### config.mk
export PLATFORM = sky130hd
export DESIGN_NAME = speed_frame_rx
export DESIGN_NICKNAME = d
export VERILOG_FILES = /design/src/rtl/speed_frame_rx.sv
export SDC_FILE = /design/constraint.sdc
export NUM_CORES = 1
export LEC_CHECK = 0
export CAP_MARGIN = 10
export CORE_MARGIN = 4
export CORE_UTILIZATION = 46
export CTS_BUF_LIST = sky130_fd_sc_hd__clkbuf_8
export CTS_CLUSTER_DIAMETER = 50
export DETAILED_ROUTE_END_ITERATION = 6
export PLACE_DENSITY = 0.64
export SETUP_SLACK_MARGIN = 0.05
export SYNTH_ARGS = -nofsm -noshare
export SYNTH_HDL_FRONTEND = slang
export SYNTH_SLANG_ARGS = --single-unit
export TNS_END_PERCENT = 1
### constraint.sdc
create_clock -name clk -period 3.95 [get_ports clk]
set_input_delay 0.5925 -clock clk [delete_from_list [all_inputs] [get_ports clk]]
set_output_delay 0.5925 -clock clk [all_outputs]
set_load 0.03 [all_outputs]
### src/rtl/speed_frame_rx.sv
// speed_frame_rx: 8N1 UART receiver that decodes A5/high/low speed frames.
// Define SPEED_RX_CHECKSUM_EN to add a trailing XOR checksum byte to each frame.
module speed_frame_rx #(
    parameter int SYS_FREQ    = 50000000,
    parameter int BAUD        = 9600,
    parameter int WIDTH_SPEED = 14
) (
    input  logic                   clk,
    input  logic                   reset,
    input  logic                   serial_data_in,
    output logic [WIDTH_SPEED-1:0] speed,
    output logic                   speed_valid,
    output logic                   frame_err
);
    localparam int CPB = SYS_FREQ / BAUD;
    localparam int TO  = 20 * CPB;
    localparam int CW  = $clog2(TO + 1);
    typedef enum logic [1:0] {IDLE, START, DATA, STOP} rx_t;
`ifdef SPEED_RX_CHECKSUM_EN
    typedef enum logic [1:0] {HUNT, HI, LO, CHK} pr_t;
    logic [7:0] lo_q;
`else
    typedef enum logic [1:0] {HUNT, HI, LO} pr_t;
`endif
    rx_t                   rx_q;
    pr_t                   pr_q;
    logic                  sync1_q, sync2_q, prev_q;
    logic [CW-1:0]         cnt_q, to_q;
    logic [2:0]            bit_q;
    logic [7:0]            sh_q, hi_q;
    logic [WIDTH_SPEED-1:0] speed_q;
    logic                  valid_q, err_q;
    logic                  fall, tick_half, tick_bit, byte_ok, byte_bad, hi_ok, timeout;
    assign fall      = prev_q & ~sync2_q;
    assign tick_half = cnt_q == CW'(CPB / 2 - 1);
    assign tick_bit  = cnt_q == CW'(CPB - 1);
    assign byte_ok   = rx_q == STOP && tick_bit && sync2_q;
    assign byte_bad  = rx_q == STOP && tick_bit && !sync2_q;
    assign hi_ok     = (sh_q >> (WIDTH_SPEED - 8)) == 8'd0;
    // Idle time is measured from the stop sample, since leaving STOP clears to_q.
    assign timeout   = pr_q != HUNT && rx_q == IDLE && !fall && to_q == CW'(TO - 1);
    always_ff @(posedge clk) begin
        if (reset) begin
            sync1_q <= 1'b1;
            sync2_q <= 1'b1;
            prev_q  <= 1'b1;
            rx_q    <= IDLE;
            pr_q    <= HUNT;
            cnt_q   <= '0;
            to_q    <= '0;
            bit_q   <= '0;
            sh_q    <= '0;
            hi_q    <= '0;
`ifdef SPEED_RX_CHECKSUM_EN
            lo_q    <= '0;
`endif
            speed_q <= '0;
            valid_q <= 1'b0;
            err_q   <= 1'b0;
        end else begin
            sync1_q <= serial_data_in;
            sync2_q <= sync1_q;
            prev_q  <= sync2_q;
            valid_q <= 1'b0;
            err_q   <= 1'b0;
            cnt_q   <= cnt_q + 1'b1;
            to_q    <= (rx_q == IDLE && pr_q != HUNT) ? to_q + 1'b1 : '0;
            case (rx_q)
                IDLE: if (fall) begin
                    rx_q  <= START;
                    cnt_q <= '0;
                end
                START: if (tick_half) begin
                    rx_q  <= sync2_q ? IDLE : DATA;
                    cnt_q <= '0;
                end
                DATA: if (tick_bit) begin
                    sh_q  <= {sync2_q, sh_q[7:1]};
                    bit_q <= bit_q + 1'b1;
                    cnt_q <= '0;
                    if (bit_q == 3'd7) rx_q <= STOP;
                end
                STOP: if (tick_bit) rx_q <= IDLE;
            endcase
            if (timeout || (byte_bad && pr_q != HUNT)) begin
                err_q <= 1'b1;
                pr_q  <= HUNT;
            end else if (byte_ok) begin
                case (pr_q)
                    HUNT: if (sh_q == 8'hA5) pr_q <= HI;
                    HI: begin
                        hi_q  <= sh_q;
                        pr_q  <= hi_ok ? LO : HUNT;
                        err_q <= !hi_ok;
                    end
`ifdef SPEED_RX_CHECKSUM_EN
                    LO: begin
                        lo_q <= sh_q;
                        pr_q <= CHK;
                    end
                    CHK: begin
                        if (sh_q == (8'hA5 ^ hi_q ^ lo_q)) begin
                            speed_q <= WIDTH_SPEED'({hi_q, lo_q});
                            valid_q <= 1'b1;
                        end else err_q <= 1'b1;
                        pr_q <= HUNT;
                    end
`else
                    LO: begin
                        speed_q <= WIDTH_SPEED'({hi_q, sh_q});
                        valid_q <= 1'b1;
                        pr_q    <= HUNT;
                    end
`endif
                    default: pr_q <= HUNT;
                endcase
            end
        end
    end
    assign speed       = speed_q;
    assign speed_valid = valid_q;
    assign frame_err   = err_q;
endmodule

==> results of run 1 <==
-- stage by stage --
stage	utilization, %	std cells	hold slack (ps)
final	54.6	465	417
after floorplan	-	347	389
after detailed placement	51.3	449	403
after CTS	54.6	465	421
after global routing	54.6	465	441
after global placement	51.3	449	392
-- layout make-up --
class                           count  area [um^2]  area share [%]
Clock buffer                       11          151            4.06
Timing Repair Buffer               19          188            5.03
Tap cell                           96          120            3.22
Inverter                            7         26.3           0.704
Multi-Input combinational cell    253         1690            45.2
Sequential cell                    74         1480            39.7
Clock inverter                      5         77.6            2.08
-- power groups by stage --
stage / Sequential, mW / Combinational [mW] / Clock, mW
floorplan: 0.771 / 0.0246 / 0
global placement: 0.772 / 0.0306 / 0
detailed placement: 0.773 / 0.0306 / 0
CTS: 0.755 / 0.0309 / 0.682
global route: 0.756 / 0.0342 / 0.705
finish: 0.755 / 0.0305 / 0.660
-- layer usage --
metal  part of all wire, %  vias up  global-route usage, %  routed length (um)
met4                   2.1        0                   7.43                 119
met3                   2.8       11                   4.43                 161
met1                    52     1083                   19.0                2990
met5                     0        -                      0                   0
met2                    43       22                   20.9                2470
li1                      -     1216                      -                   -
-- synthesized netlist by cell type (2+ instances only) --
| library cell | n |
|---|---|
| o21ai_0 | 6 |
| and4_1 | 3 |
| nor4b_1 | 2 |
| a21oi_1 | 5 |
| nor3_1 | 6 |
| or3_1 | 4 |
| xnor2_1 | 15 |
| clkbuf_1 | 10 |
| nand2b_1 | 30 |
| mux2i_1 | 31 |
| dfxtp_1 | 74 |
| nand4_1 | 5 |
| nor4_1 | 3 |
| or4_1 | 3 |
| a31oi_1 | 3 |
| xor2_1 | 13 |
| nor2_1 | 61 |
| nand4b_1 | 2 |
| or2_2 | 5 |
| nand2_1 | 15 |
| ha_1 | 5 |
| inv_1 | 7 |
| and3_1 | 5 |
| nand3_1 | 14 |
-- cell families after synthesis --
kind of cell    Yosys count  synth area share (%)
compound gates           19                  4.07
xor+xnor                 28                  7.53
fa+ha+maj                 5                  1.92
buf+inv                  20                  2.69
flops                    74                  45.5
mux                      31                  9.53
simple gates            170                  28.8
-- worst reg2reg max path, cell delays in order (launching register included) --
cell and delay [ps]:
dfxtp_1 390, ha_1 200, or4b_4 480, nor4_4 350, and4_1 690, mux2i_1 260
nor2_1 50
-- registers in the layout, summed over array words and instances (netlist names), named ones only --
name / count
prev_q: 1
sh_q: 8
pr_q: 2
rx_q: 1
frame_err: 1
cnt_q: 17
sync1_q: 1
speed_valid: 1
to_q: 17
sync2_q: 1
speed: 14
hi_q: 6
bit_q: 3
-- placed cells by master, fill, tap and decap left out, types with 2 or more instances in the layout --
master           netlist  final
nor3_1                 6      6
nor4_1                 3      3
a21oi_1                5      5
nand2b_1              30     30
nand4_1                5      5
nand3_1               14     14
inv_1                  7      8
xor2_1                13     13
xnor2_1               15     15
bufinv_16              0      2
or3_1                  4      4
nand4b_1               2      2
or2_2                  5      5
o21ai_0                6      6
or4_1                  3      3
clkdlybuf4s50_1        0     18
nor4b_1                2      2
clkbuf_8               0     11
dfxtp_1               74     74
mux2i_1               31     31
ha_1                   5      5
a31oi_1                3      3
nor2_1                61     61
nand2_1               15     15
and4_1                 3      3
and3_1                 5      5
-- how the worst max path moves through the flow --
stage | from | slack, ps | end | cells past startpoint
6_report | cnt_q[0]$_SDFF_PP0_ | 1410 | sh_q[3]$_SDFFE_PP0P_ | 6
4_1_cts | cnt_q[0]$_SDFF_PP0_ | 1370 | sh_q[1]$_SDFFE_PP0P_ | 6
2_1_floorplan | cnt_q[0]$_SDFF_PP0_ | 1750 | pr_q[1]$_SDFFE_PP0P_ | 6
5_1_grt | cnt_q[0]$_SDFF_PP0_ | 1170 | bit_q[2]$_SDFFE_PP0P_ | 6
3_5_place_dp | cnt_q[0]$_SDFF_PP0_ | 1400 | sh_q[1]$_SDFFE_PP0P_ | 6
3_3_place_gp | cnt_q[0]$_SDFF_PP0_ | 1490 | sh_q[5]$_SDFFE_PP0P_ | 6
==> reports/results.ini, run 1 <==
[status]
status=finished clean

[worst_setup_path]
crit_fanout=11
crit_chain=ha_1 -> or4b_4 -> nor4_4 -> and4_1 -> mux2i_1 -> nor2_1
cp.required_ps=4160
path_buf_inv=0
startpoint_type=flip-flop
path_delay_family=simple AND/OR/NAND/NOR gates
worst_path_largest_cell_delay_ps=690
reg2reg_to=sh_q[3]$_SDFFE_PP0P_
worst_setup_path_end_kind=flip-flop
crit_slowest_cell=and4_1
ff2ff_path_depth=6
crit_type=reg -> reg
reg2reg_slack_ps=1410
cp.arrival_ps=2750
r2r_start=cnt_q[0]$_SDFF_PP0_

[clock_tree]
cts_resized=0
numCtsBuffers=9
h-tree-depth=3
post-cts-setup-buffer-count=0
cts_buffer_depth=2
cts_root_buffer=clkbuf_8
cts_tree=built
clk_latency_ps=340
clk_pin_slew_ps=80
clock_sinks=74
ctsHoldBuffers=0

[worst_hold_path]
hp-start=sync1_q$_SDFF_PP1_
holdPathStages=1
holdPathEnd=sync2_q$_SDFF_PP1_
hold_path.class=reg -> reg

[final_layout]
fillCellCount=634
antennaDiodeCount=0
postLayoutCellArea_mm2=0.00373
area_growth_pct=14.6
drive_gt1_share_pct=8.40
nNetsFinal=372

[timing]
tightest_slew_ps=675
maxSlewHeadroom_pct=55.0
rsz0062_at_grt=no
finalCriticalPeriod_ps=2540
timing.final.crit_share_pct=64.2
setup_tns_ps=0
fin_skew_ps=9.41
fmax_ghz=0.394
finalSetupViolCount=0
finalHoldViolations=0
drv_slew=0
worst_slack_ps=1410

[detailed_routing]
route.detailed.drc=0
vias_per_cell=5.02
drtPass1Iterations=4
routed_wl_um=5740
wl_per_cell_um=12.3
drt-initial-drc-count=64
drt.antenna.violating_nets=0
vias=2332

[global_route]
overflow=0
grt_max_degree=57
grt_pass1_wl_um=9700
antenna_found_initial=0
grt_pass1_vias=2089
grt_util_all_layers_pct=14.3

[placement]
dpl_worst_slack_ps=1400
dpl-instance-area_mm2=0.00350
port_buffers=18
place.gp.congestion=0.786
place_hpwl_um=3910

[synthesis]
synth_area_mm2=0.00326
synth_cells=347
ys_seq_area_share_pct=45.5
ys_warn_count=0
synth_seq_cells=74
yosys.area.top_type_share_pct=45.5
synthFlopType=dfxtp_1
syn-mean-instance-area_um2=9.39
synth_edf_count=0
synthDistinctLibCells=44
synth_nets=355
yosysTopAreaCell=dfxtp_1
synthTopCellsByArea=dfxtp_1, mux2i_1, nor2_1
async_flop_share_pct=0

[floorplanning]
die_height_um=92.1
dieArea_mm2=0.00849
dieWidth_um=92.1
core_mm2=0.00683
rows=30
design.portCount=19
initial_core_util_pct=47.7

[power_and_ir_drop]
powerDensity_mw_per_mm2=387
seq_power_share_pct=52.3
power_frac_comb_pct=2.1
total_power_mw=1.45
p_leak_nw=1.39
vdd_drop_max_mv=0.272
power.internal_mw=1.15
pwr-share-clk_pct=45.6
p_sw_uw=294
power.share.switching_pct=20.3

[job]
cap_violations=0

Power figures use the tool's default switching activity.
==> inputs of run 2 (changes only) <==
clock period = 2.57 ns   (was 3.95 ns; I/O delays follow)
==> reports/results.ini, run 2 (same netlist as run 1, synthesis figures left out) <==
[timing]
drv_slew=0
finalHoldViolations=0
maxSlewHeadroom_pct=60.5
timing.final.crit_share_pct=90.2
rsz0062_at_grt=no
finalSetupViolCount=0
whs_ps=412
worst_slack_ps=252
tightest_slew_ps=593
finalCriticalPeriod_ps=2320
fmax_ghz=0.431
fin_skew_ps=5.19
setup_tns_ps=0

[floorplanning]
design.portCount=19
dieArea_mm2=0.00849
dieWidth_um=92.1
core_mm2=0.00683
initial_core_util_pct=47.7
rows=30
die_height_um=92.1

[global_route]
grt_util_all_layers_pct=15.5
antenna_found_initial=0
overflow=0
grt_pass1_wl_um=10700
grt_max_degree=29
grt_pass1_vias=2296

[placement]
dpl-instance-area_mm2=0.00356
dpl_worst_slack_ps=201
place.gp.congestion=0.845
place_hpwl_um=4070
port_buffers=18

[clock_tree]
cts_buffer_depth=2
h-tree-depth=3
clk_pin_slew_ps=80
cts_root_buffer=clkbuf_8
cts_tree=built
cts_resized=0
numCtsBuffers=9
ctsHoldBuffers=0
clock_sinks=74
clk_latency_ps=340
post-cts-setup-buffer-count=0

[worst_hold_path]
hp-start=sync1_q$_SDFF_PP1_
holdPathEnd=sync2_q$_SDFF_PP1_
holdPathStages=1
hold_path.class=reg -> reg

[worst_setup_path]
ff2ff_path_depth=6
crit_type=reg -> reg
crit_chain=ha_1 -> or4b_4 -> nor4_4 -> nand3_1 -> o41ai_2 -> o21ba_2
path_delay_family=simple AND/OR/NAND/NOR gates
cp.arrival_ps=2600
startpoint_type=flip-flop
worst_path_largest_cell_delay_ps=510
crit_fanout=4
r2r_start=cnt_q[0]$_SDFF_PP0_
path_buf_inv=0
crit_slowest_cell=o41ai_2
reg2reg_to=frame_err$_SDFF_PP0_
startpoint=cnt_q[0]$_SDFF_PP0_
reg2reg_slack_ps=250
worst_setup_path_end_kind=flip-flop
cp.required_ps=2850

[final_layout]
drive_gt1_share_pct=10.6
nNetsFinal=380
final_common_cell=dfxtp_1
area_growth_pct=16.8
antennaDiodeCount=0
postLayoutCellArea_mm2=0.00380
final_cell_mix=dfxtp_1, nor2_1, mux2i_1

[detailed_routing]
drt-initial-drc-count=48
drt.antenna.violating_nets=0
routed_wl_um=5950
wl_per_cell_um=12.6
route.detailed.drc=0
vias=2322
drtPass1Iterations=4
vias_per_cell=4.91

[job]
cap_violations=0

[power_and_ir_drop]
vdd_drop_max_mv=0.307
total_power_mw=2.22
p_leak_nw=1.43
powerDensity_mw_per_mm2=583

[status]
status=finished clean

-- run 2: final cells by class --
type                            count  area [um^2]
Timing Repair Buffer               27          260
Fill cell                         660         3030
Sequential cell                    74         1480
Tap cell                           96          120
Clock inverter                      6         90.1
Inverter                            7         26.3
Multi-Input combinational cell    253         1690
Clock buffer                       10          138
-- run 2: power by group --
group,internal [mW],switching (mW)
sequential,1.15,0.00803
combinational,0.0237,0.0272
clock,0.575,0.432
total,1.75,0.468
-- run 2: worst reg2reg max path: stages (launching register included) --
cell     delay (ps)
dfxtp_1         380
ha_1            210
or4b_4          480
nor4_4          230
nand3_1         230
o41ai_2         520
o21ba_2         220
-- run 2: worst max-delay path by stage --
stage / endpoint / depth (start not counted)
final: frame_err$_SDFF_PP0_ / 6
after CTS: speed[10]$_SDFFE_PP0P_ / 6
after detailed placement: speed[5]$_SDFFE_PP0P_ / 6
after global routing: frame_err$_SDFF_PP0_ / 6
after global placement: speed[5]$_SDFFE_PP0P_ / 6
after floorplan: pr_q[1]$_SDFFE_PP0P_ / 6
-- run 2: stage by stage --
| stage | std cells | util (%) |
|---|---|---|
| floorplan | 347 | - |
| global placement | 456 | 52.1 |
| detailed placement | 456 | 52.1 |
| CTS | 472 | 55.4 |
| global route | 473 | 55.7 |
| finish | 473 | 55.7 |
-- run 2: layer usage --
layer / wire (um) / track usage [%]
met5: 0 / 0
met2: 2780 / 24.9
met4: 69 / 7.43
met1: 2930 / 19.8
met3: 176 / 3.28
==> inputs of run 3 (changes only) <==
CTS_BUF_LIST = unset   (was sky130_fd_sc_hd__clkbuf_8)
SLEW_MARGIN = 15   (was unset)
TNS_END_PERCENT = 30   (was 1)
==> results of run 3 <==
Same layout as run 2: the final DEF is identical, and so are final timing and power.
